--- config.mk ---
export PLATFORM = sky130hd
export DESIGN_NAME = sc_statemachine_lane_flat
export DESIGN_NICKNAME = d
export VERILOG_FILES = /design/src/rtl/sc_statemachine_lane_if.sv /design/src/rtl/sc_statemachine_lane.sv /design/src/flat_wrapper.sv
export SDC_FILE = /design/constraint.sdc
export NUM_CORES = 1
export LEC_CHECK = 0
export CORE_MARGIN = 5
export CORE_UTILIZATION = 63
export DETAILED_ROUTE_END_ITERATION = 6
export GPL_ROUTABILITY_DRIVEN = 0
export GPL_TIMING_DRIVEN = 0
export HOLD_SLACK_MARGIN = 0.08
export MAX_ROUTING_LAYER = met4
export PLACE_DENSITY = 0.94
export SYNTH_ARGS = -nofsm -noshare
export SYNTH_HDL_FRONTEND = slang
export SYNTH_SLANG_ARGS = --single-unit
--- constraint.sdc ---
create_clock -name SC_STATEMACHINE_LANE_CLOCK_50 -period 4.5 [get_ports SC_STATEMACHINE_LANE_CLOCK_50]
set_input_delay 0.9 -clock SC_STATEMACHINE_LANE_CLOCK_50 [delete_from_list [all_inputs] [get_ports SC_STATEMACHINE_LANE_CLOCK_50]]
set_output_delay 0.9 -clock SC_STATEMACHINE_LANE_CLOCK_50 [all_outputs]
set_load 0.02 [all_outputs]
--- src/rtl/sc_statemachine_lane_if.sv ---
// Button/crash inputs and display-control outputs of the lane state machine.
// master drives the buttons and watches the outputs; slave is the state machine.
interface sc_statemachine_lane_if #(
  parameter int WIDTH = 8
);
  localparam int PW = ($clog2(WIDTH) < 1) ? 1 : $clog2(WIDTH);

  logic             SC_STATEMACHINE_LANE_startButton_InLow;
  logic             SC_STATEMACHINE_LANE_leftButton_InLow;
  logic             SC_STATEMACHINE_LANE_rightButton_InLow;
  logic             SC_STATEMACHINE_LANE_crash_InHigh;
  logic [PW-1:0]    SC_STATEMACHINE_LANE_position_Out;
  logic [WIDTH-1:0] SC_STATEMACHINE_LANE_lane_Out;
  logic             SC_STATEMACHINE_LANE_clear_OutLow;
  logic             SC_STATEMACHINE_LANE_load_OutLow;
  logic [1:0]       SC_STATEMACHINE_LANE_shiftselection_Out;
  logic             SC_STATEMACHINE_LANE_crashed_Out;

  modport master (
    output SC_STATEMACHINE_LANE_startButton_InLow, SC_STATEMACHINE_LANE_leftButton_InLow,
           SC_STATEMACHINE_LANE_rightButton_InLow, SC_STATEMACHINE_LANE_crash_InHigh,
    input  SC_STATEMACHINE_LANE_position_Out, SC_STATEMACHINE_LANE_lane_Out,
           SC_STATEMACHINE_LANE_clear_OutLow, SC_STATEMACHINE_LANE_load_OutLow,
           SC_STATEMACHINE_LANE_shiftselection_Out, SC_STATEMACHINE_LANE_crashed_Out
  );

  modport slave (
    input  SC_STATEMACHINE_LANE_startButton_InLow, SC_STATEMACHINE_LANE_leftButton_InLow,
           SC_STATEMACHINE_LANE_rightButton_InLow, SC_STATEMACHINE_LANE_crash_InHigh,
    output SC_STATEMACHINE_LANE_position_Out, SC_STATEMACHINE_LANE_lane_Out,
           SC_STATEMACHINE_LANE_clear_OutLow, SC_STATEMACHINE_LANE_load_OutLow,
           SC_STATEMACHINE_LANE_shiftselection_Out, SC_STATEMACHINE_LANE_crashed_Out
  );
endinterface

--- src/rtl/sc_statemachine_lane.sv ---
// Player lane controller: moves a one-hot marker left/right with button auto-repeat,
// freezes for a fixed time after a collision, then respawns at INIT_POS.
module sc_statemachine_lane #(
  parameter int WIDTH         = 8,
  parameter int INIT_POS      = 4,
  parameter int REPEAT_CYCLES = 12_500_000,
  parameter int CRASH_CYCLES  = 25_000_000
) (
  input  logic                  SC_STATEMACHINE_LANE_CLOCK_50,
  input  logic                  SC_STATEMACHINE_LANE_RESET_InLow,
  sc_statemachine_lane_if.slave bus
);
  localparam int PW   = ($clog2(WIDTH) < 1) ? 1 : $clog2(WIDTH);
  localparam int MAXC = (REPEAT_CYCLES > CRASH_CYCLES) ? REPEAT_CYCLES : CRASH_CYCLES;
  localparam int CW   = ($clog2(MAXC) < 1) ? 1 : $clog2(MAXC);

  localparam logic [PW-1:0] POS_MAX  = PW'(WIDTH - 1);
  localparam logic [PW-1:0] POS_INIT = PW'(INIT_POS);
  localparam logic [CW-1:0] REP_LAST = CW'(REPEAT_CYCLES - 1);
  localparam logic [CW-1:0] CR_LAST  = CW'(CRASH_CYCLES - 1);

  typedef enum logic [3:0] {
    RESET, WAIT_START, INIT_0, INIT_1, CHECK, LEFT, RIGHT, HOLD, CRASH
  } state_t;

  state_t        state, stateNext;
  logic [PW-1:0] position, positionNext;
  logic [CW-1:0] repeatCnt, repeatCntNext;
  logic [CW-1:0] crashCnt, crashCntNext;
  logic          clearLow, loadLow, crashed;
  logic [1:0]    shiftSel;

  logic startN, leftN, rightN, crash;
  assign startN = bus.SC_STATEMACHINE_LANE_startButton_InLow;
  assign leftN  = bus.SC_STATEMACHINE_LANE_leftButton_InLow;
  assign rightN = bus.SC_STATEMACHINE_LANE_rightButton_InLow;
  assign crash  = bus.SC_STATEMACHINE_LANE_crash_InHigh;

  always_ff @(posedge SC_STATEMACHINE_LANE_CLOCK_50) begin
    if (!SC_STATEMACHINE_LANE_RESET_InLow) begin
      state     <= RESET;
      position  <= POS_INIT;
      repeatCnt <= '0;
      crashCnt  <= '0;
    end else begin
      state     <= stateNext;
      position  <= positionNext;
      repeatCnt <= repeatCntNext;
      crashCnt  <= crashCntNext;
    end
  end

  // Counters self-clear in every state that does not advance them.
  always_comb begin
    stateNext     = state;
    positionNext  = position;
    repeatCntNext = '0;
    crashCntNext  = '0;
    clearLow      = 1'b1;
    loadLow       = 1'b1;
    shiftSel      = 2'b11;
    crashed       = 1'b0;
    case (state)
      RESET:      stateNext = WAIT_START;
      WAIT_START: if (!startN) stateNext = INIT_0;
      INIT_0: begin
        clearLow     = 1'b0;
        positionNext = '0;
        stateNext    = INIT_1;
      end
      INIT_1: begin
        loadLow      = 1'b0;
        positionNext = POS_INIT;
        stateNext    = HOLD;
      end
      CHECK: begin
        if (crash)                                 stateNext = CRASH;
        else if (!startN)                          stateNext = INIT_0;
        else if (!leftN && !rightN)                stateNext = CHECK;
        else if (!leftN && position != '0)         stateNext = LEFT;
        else if (!rightN && position != POS_MAX)   stateNext = RIGHT;
        else if (!leftN || !rightN)                stateNext = HOLD;
      end
      LEFT: begin
        shiftSel = 2'b01;
        if (position != '0) positionNext = position - 1'b1;
        stateNext = crash ? CRASH : HOLD;
      end
      RIGHT: begin
        shiftSel = 2'b10;
        if (position != POS_MAX) positionNext = position + 1'b1;
        stateNext = crash ? CRASH : HOLD;
      end
      HOLD: begin
        if (crash)                          stateNext = CRASH;
        else if (startN && leftN && rightN) stateNext = CHECK;
        else if (repeatCnt == REP_LAST)     stateNext = CHECK;
        else                                repeatCntNext = repeatCnt + 1'b1;
      end
      CRASH: begin
        crashed = 1'b1;
        if (crashCnt == CR_LAST) stateNext = INIT_1;
        else                     crashCntNext = crashCnt + 1'b1;
      end
      default: stateNext = CHECK;
    endcase
  end

  assign bus.SC_STATEMACHINE_LANE_position_Out       = position;
  assign bus.SC_STATEMACHINE_LANE_lane_Out           = {{(WIDTH-1){1'b0}}, 1'b1} << position;
  assign bus.SC_STATEMACHINE_LANE_clear_OutLow       = clearLow;
  assign bus.SC_STATEMACHINE_LANE_load_OutLow        = loadLow;
  assign bus.SC_STATEMACHINE_LANE_shiftselection_Out = shiftSel;
  assign bus.SC_STATEMACHINE_LANE_crashed_Out        = crashed;
endmodule

--- src/flat_wrapper.sv ---
// flat-port wrapper written by rule: the top's interface ports become plain ports
module sc_statemachine_lane_flat 
#(
  parameter int WIDTH         = 8,
  parameter int INIT_POS      = 4,
  parameter int REPEAT_CYCLES = 12_500_000,
  parameter int CRASH_CYCLES  = 25_000_000
)
  (SC_STATEMACHINE_LANE_CLOCK_50, SC_STATEMACHINE_LANE_RESET_InLow, bus_SC_STATEMACHINE_LANE_startButton_InLow, bus_SC_STATEMACHINE_LANE_leftButton_InLow, bus_SC_STATEMACHINE_LANE_rightButton_InLow, bus_SC_STATEMACHINE_LANE_crash_InHigh, bus_SC_STATEMACHINE_LANE_position_Out, bus_SC_STATEMACHINE_LANE_lane_Out, bus_SC_STATEMACHINE_LANE_clear_OutLow, bus_SC_STATEMACHINE_LANE_load_OutLow, bus_SC_STATEMACHINE_LANE_shiftselection_Out, bus_SC_STATEMACHINE_LANE_crashed_Out);
  sc_statemachine_lane_if #(.WIDTH(WIDTH)) bus_i ();
  input  logic SC_STATEMACHINE_LANE_CLOCK_50;
  input  logic SC_STATEMACHINE_LANE_RESET_InLow;
  input wire logic [$bits(bus_i.SC_STATEMACHINE_LANE_startButton_InLow)-1:0] bus_SC_STATEMACHINE_LANE_startButton_InLow;
  input wire logic [$bits(bus_i.SC_STATEMACHINE_LANE_leftButton_InLow)-1:0] bus_SC_STATEMACHINE_LANE_leftButton_InLow;
  input wire logic [$bits(bus_i.SC_STATEMACHINE_LANE_rightButton_InLow)-1:0] bus_SC_STATEMACHINE_LANE_rightButton_InLow;
  input wire logic [$bits(bus_i.SC_STATEMACHINE_LANE_crash_InHigh)-1:0] bus_SC_STATEMACHINE_LANE_crash_InHigh;
  output wire logic [$bits(bus_i.SC_STATEMACHINE_LANE_position_Out)-1:0] bus_SC_STATEMACHINE_LANE_position_Out;
  output wire logic [$bits(bus_i.SC_STATEMACHINE_LANE_lane_Out)-1:0] bus_SC_STATEMACHINE_LANE_lane_Out;
  output wire logic [$bits(bus_i.SC_STATEMACHINE_LANE_clear_OutLow)-1:0] bus_SC_STATEMACHINE_LANE_clear_OutLow;
  output wire logic [$bits(bus_i.SC_STATEMACHINE_LANE_load_OutLow)-1:0] bus_SC_STATEMACHINE_LANE_load_OutLow;
  output wire logic [$bits(bus_i.SC_STATEMACHINE_LANE_shiftselection_Out)-1:0] bus_SC_STATEMACHINE_LANE_shiftselection_Out;
  output wire logic [$bits(bus_i.SC_STATEMACHINE_LANE_crashed_Out)-1:0] bus_SC_STATEMACHINE_LANE_crashed_Out;
  assign bus_i.SC_STATEMACHINE_LANE_startButton_InLow = bus_SC_STATEMACHINE_LANE_startButton_InLow;
  assign bus_i.SC_STATEMACHINE_LANE_leftButton_InLow = bus_SC_STATEMACHINE_LANE_leftButton_InLow;
  assign bus_i.SC_STATEMACHINE_LANE_rightButton_InLow = bus_SC_STATEMACHINE_LANE_rightButton_InLow;
  assign bus_i.SC_STATEMACHINE_LANE_crash_InHigh = bus_SC_STATEMACHINE_LANE_crash_InHigh;
  assign bus_SC_STATEMACHINE_LANE_position_Out = bus_i.SC_STATEMACHINE_LANE_position_Out;
  assign bus_SC_STATEMACHINE_LANE_lane_Out = bus_i.SC_STATEMACHINE_LANE_lane_Out;
  assign bus_SC_STATEMACHINE_LANE_clear_OutLow = bus_i.SC_STATEMACHINE_LANE_clear_OutLow;
  assign bus_SC_STATEMACHINE_LANE_load_OutLow = bus_i.SC_STATEMACHINE_LANE_load_OutLow;
  assign bus_SC_STATEMACHINE_LANE_shiftselection_Out = bus_i.SC_STATEMACHINE_LANE_shiftselection_Out;
  assign bus_SC_STATEMACHINE_LANE_crashed_Out = bus_i.SC_STATEMACHINE_LANE_crashed_Out;
  sc_statemachine_lane #(.WIDTH(WIDTH), .INIT_POS(INIT_POS), .REPEAT_CYCLES(REPEAT_CYCLES), .CRASH_CYCLES(CRASH_CYCLES)) u_core (.SC_STATEMACHINE_LANE_CLOCK_50(SC_STATEMACHINE_LANE_CLOCK_50), .SC_STATEMACHINE_LANE_RESET_InLow(SC_STATEMACHINE_LANE_RESET_InLow), .bus(bus_i));
endmodule
### After elaboration in Yosys (flattened, before gate mapping)

Index checks and enable logic that the tools add are counted.
W data, S select, Z words.

| cells by class | value |
|---|---|
| $add $sub $neg | 4 |
| $mul | 0 |
| div/mod/pow operators | 0 |
| magnitude comparators | 0 |
| equal/unequal tests | 17 |
| shift-type cells | 1 |
| muxes and demuxes | 20 |
| bitwise logic cells | 3 |
| reduce and logical (&&, ||, !) cells | 16 |

Operators with widths:

| operator | number |
|---|---|
| $add A25 B1 Y25 const B | 2 |
| $mux W4 | 12 |
| $pmux W4 S8 | 1 |
| $eq A25 B24 Y1 const B | 1 |
| $eq A25 B25 Y1 const B | 1 |
| $eq A4 B3 Y1 const B | 4 |
| $pmux W3 S4 | 1 |
| $eq A4 B2 Y1 const B | 2 |
| $shl A1 B3 Y8 const A | 1 |
| $ne A7 B3 Y1 const B | 1 |
| $mux W3 | 2 |
| $ne A2 B1 Y1 const B | 3 |
| $logic_and A1 B1 Y1 | 5 |
| $reduce_or A5 Y1 | 1 |
| $eq A4 B1 Y1 const B | 1 |
| $eq A4 B4 Y1 const B | 1 |
| $logic_not A4 Y1 | 1 |
| $ne A4 B2 Y1 const B | 1 |
| $pmux W2 S2 | 1 |
| $reduce_and A4 Y1 | 1 |
| $reduce_bool A4 Y1 | 1 |
| $add A3 B1 Y3 const B | 1 |
| $mux W1 | 3 |
| $ne A3 B3 Y1 const B | 1 |
| other kinds (9) | 12 |

| word-level totals | value |
|---|---|
| register bits after elaboration | 57 |
| bits in latches | 0 |
| bits in writable memories | 0 |
| bits in read-only memories | 0 |
| output and inout bits | 16 |
| word-level logic and storage cells | 65 |
| memories | 0 |

### Logic depth before layout (Yosys ltp)

| logic depth | value |
|---|---|
| depth in word-level cells | 9 |
| gate-level depth with buffers | 10 |
| gate-level depth less buffers | 9 |

### Worst setup path after synthesis

No wires, ideal clock.

| path | value |
|---|---|
| path kind | register to output |
| start point | reg u_core.position[0], in the netlist u_core.bus.SC_STATEMACHINE_LANE_position_Out[0] |
| end point | out bus_SC_STATEMACHINE_LANE_lane_Out[1] |
| data arrival time | 1.314 ns |
| data required time | 3.600 ns |
| slack | 2.286 ns |
| cell stages (with the launch flop) | 3 |
| path through | dfxtp_1 > clkbuf_1 > nor3b_1 |

| on the way | value |
|---|---|
| word-level cells in the longest chain between the ends | 1 |

RTL lines:

| element | RTL line | source |
|---|---|---|
| start, declared | sc_statemachine_lane.sv:27 | `logic [PW-1:0] position, positionNext;` |
| start signal, assigned | sc_statemachine_lane.sv:47 | `position <= positionNext;` |
| $shl A1 B3 Y8 | sc_statemachine_lane.sv:110 | `assign bus.SC_STATEMACHINE_LANE_lane_Out = {{(WIDTH-1){1'b0}}, 1'b1} << position;` |
| end, declared | flat_wrapper.sv:18 | `output wire logic [$bits(bus_i.SC_STATEMACHINE_LANE_lane_Out)-1:0] bus_SC_STATEMACHINE_LANE_lane_Out;` |

No other way between the ends.

### Final worst setup path

| path | value |
|---|---|
| start point | reg u_core.state[1] |
| end point | out bus_SC_STATEMACHINE_LANE_clear_OutLow |

| on the way | value |
|---|---|
| word-level cells in the longest chain between the ends | 2 |

RTL lines:

| element | RTL line | source |
|---|---|---|
| start, declared | sc_statemachine_lane.sv:26 | `state_t state, stateNext;` |
| start signal, assigned | sc_statemachine_lane.sv:46 | `state <= stateNext;` |
| $eq A4 B2 Y1 | sc_statemachine_lane.sv:63 | `case (state)` |
| $mux W1 | sc_statemachine_lane.sv:63 |  |
| end, declared | flat_wrapper.sv:19 | `output wire logic [$bits(bus_i.SC_STATEMACHINE_LANE_clear_OutLow)-1:0] bus_SC_STATEMACHINE_LANE_clear_OutLow;` |

No other way between the ends.

==> reports/qor.yml <==
status: "finished clean"
synth_seq_cells: 57
powerDensity_nw_per_um2: 384
critical_path_class: "flop to primary output"
vias_per_cell: 5.92
rows: 25
drtIter0Drc: 250
fin_crit_ps: 2980
fmax_ghz: 0.336
hp-class: "flop to flop"
worstPathRequired_ps: 3600
cts_resized: 0
tightest_slew_ps: 680
path_cells: "clkbuf_1 > nand2_1 > or3_1 > clkdlybuf4s50_1"
grt_pass1_wl_microns: 11900
wl_microns: 6610
die_area_sq_um: 6170
placedCellCount: 427
clk_latency_ps: 340
critPathSlowestCell: "clkdlybuf4s50_1"
yosysWarnings: 0
clkSlewWorstSetupHoldPaths_ps: 70
ys_types: 53
nets: 393
maxSlewViolCount: 0
synth_edf_count: 0
cp_max_fo: 10
leakage_nw: 1.12
vias: 2623
cp-start-kind: "flop"
area_growth_pct: 17.1
fp.dieW_microns: 78.6
timing.final.crit_share_pct: 66.2
final_util_pct: 74.9
ios: 22
root_buffer: "clkbuf_8"
avgSynthCellArea_sq_um: 8.42
setup_ws_ps: 1520
dieHeight_microns: 78.6
rsz0062_at_grt: "no"
ir_worst_vdd_v: 0.000274
cap_violations: 0
pre_cts_slack_ps: 1530
clock_sinks: 57
synth_area_sq_um: 2960
power_mw: 1.33
slew_headroom_pct: 54.3
antenna_found_initial: 0
synthFlopType: "dfxtp_1"
grt_max_degree: 11
crit_family: "buffers and inverters"
arrival_ps: 2080
critPathBufInv: 2
setup_violations: 0
slowest_delay_ps: 540
grt_usage_pct: 24.1
clock_skew_ps: 11.4
wire_per_inst_microns: 14.9
synth_cells: 352
drive_above_1_share_pct: 10.5
fp.coreArea_sq_um: 4630
synth_nets: 361
portBuffers: 21
ys_seq_area_share_pct: 38.5
remaining_drc_errors: 0
grt_pass1_vias: 2647
postCtsHoldBufs: 0
numCtsBuffers: 9
dr.pass1.iters: 5
initial_core_util_pct: 64.0
crit_path_end_kind: "primary output"
antenna_cells: 0
cts_tree: "built"
hold_viol: 0
post_cts_buffers: 0
hpwl_microns: 4560
finalNonFillerCells: 443
cts_max_level: 3
tns_ps: 0
synth-async-reset-ratio_pct: 0
cts_buffer_depth: 2
ant_nets: 0
overflow: 0
-- per-stage QoR --
step	hold slack (ps)	area (sq um)
floorplan	426	2960
global placement	438	3240
detailed placement	451	3240
CTS	465	3470
global route	517	3470
finish	464	3470
-- final timing paths --
check | slack, ps | end | from | depth (start not counted)
worst min-delay path | 460 | u_core.crashCnt[0]$_SDFF_PP0_ | u_core.crashCnt[0]$_SDFF_PP0_ | 1
worst max-delay path | 1520 | bus_SC_STATEMACHINE_LANE_clear_OutLow | u_core.state[1]$_SDFFE_PN0P_ | 4
worst min register to register | 460 | u_core.crashCnt[0]$_SDFF_PP0_ | u_core.crashCnt[0]$_SDFF_PP0_ | 1
worst max register to register | 2090 | u_core.bus.SC_STATEMACHINE_LANE_position_Out[2]$_SDFFE_PN1P_ | u_core.state[1]$_SDFFE_PN0P_ | 9
-- cells by family after synthesis --
kind of cell,share of synthesized area [%]
mux,1.01
fa+ha+maj,1.52
xor+xnor,13.6
compound gates,5.79
simple gates,35.9
buf+inv,3.67
flops,38.5
-- cell usage in the layout, fill, tap and decap left out, drive strengths merged, types with 2 or more instances in the layout --
cell type / instances
a211oi: 2
a21oi: 8
a31oi: 3
and2: 3
and3: 9
and3b: 2
and4: 5
buf: 6
bufinv: 2
clkbuf: 18
clkdlybuf4s50: 21
clkinv: 3
dfxtp: 57
ha: 2
inv: 8
mux2i: 3
nand2: 30
nand2b: 3
nand3: 23
nand4: 9
nor2: 64
nor2b: 4
nor3: 14
nor3b: 5
nor4: 11
nor4b: 2
o21a: 2
o21ai: 6
or3: 2
or4: 4
xnor2: 31
xor2: 15
-- registers in the layout, indices dropped and copies added, names as in the netlist --
register / count
u_core.bus.SC_STATEMACHINE_LANE_position_Out: 3
u_core.crashCnt: 25
u_core.state: 4
u_core.repeatCnt: 25
-- Yosys cell counts, types with 2 or more instances --
library cell / number / area share (%)
ha_1: 2 / 0.84
nor2b_1: 4 / 0.84
nor3_2: 4 / 1.4
nand2_1: 29 / 3.7
nor3_1: 10 / 1.7
or4_1: 3 / 0.76
mux2i_1: 3 / 1.0
nand2b_1: 3 / 0.63
or3_1: 2 / 0.42
xnor2_1: 31 / 9.2
buf_2: 3 / 0.51
a31oi_1: 2 / 0.42
nand3_2: 2 / 0.68
xor2_1: 15 / 4.4
a21oi_1: 8 / 1.4
dfxtp_1: 57 / 39
nor4_4: 2 / 1.4
and4_1: 5 / 1.5
buf_6: 3 / 1.1
nand3_1: 21 / 3.5
nor3b_1: 5 / 1.3
nor2_2: 2 / 0.42
and3_1: 9 / 1.9
a211oi_1: 2 / 0.51
and3b_1: 2 / 0.59
inv_1: 7 / 0.89
nor2_1: 62 / 7.9
clkbuf_1: 7 / 0.89
o21ai_0: 5 / 0.84
nor4_2: 2 / 0.84
nor4b_1: 2 / 0.59
and2_1: 3 / 0.63
o21a_1: 2 / 0.51
nor4_1: 7 / 1.5
nand4_1: 8 / 1.7
-- power by group --
group          leakage [nW]  internal (mW)  switching (mW)
clock                 0.115          0.340           0.209
combinational         0.544          0.102           0.147
sequential            0.460          0.518          0.0154
total                  1.12          0.960           0.371
-- routing by layer --
metal  vias to the layer above  track usage, %  share of wire, %
met1                      1230            27.4                43
met4                         0            9.09               2.8
met3                        26            5.39               4.4
li1                       1283               -                 -
met2                        84            41.3                50
met5                         -               -                 0
-- final cells by class --
class,count,area [sq um]
multi-input combinational,273,1710
fill,300,1160
timing repair buffer,21,210
clock buffer,11,151
sequential,57,1140
tap,54,67.6
inverter,9,33.8
clock inverter,5,77.6
buffer,13,75.1
Note: power is estimated with default switching activity, not from simulation.
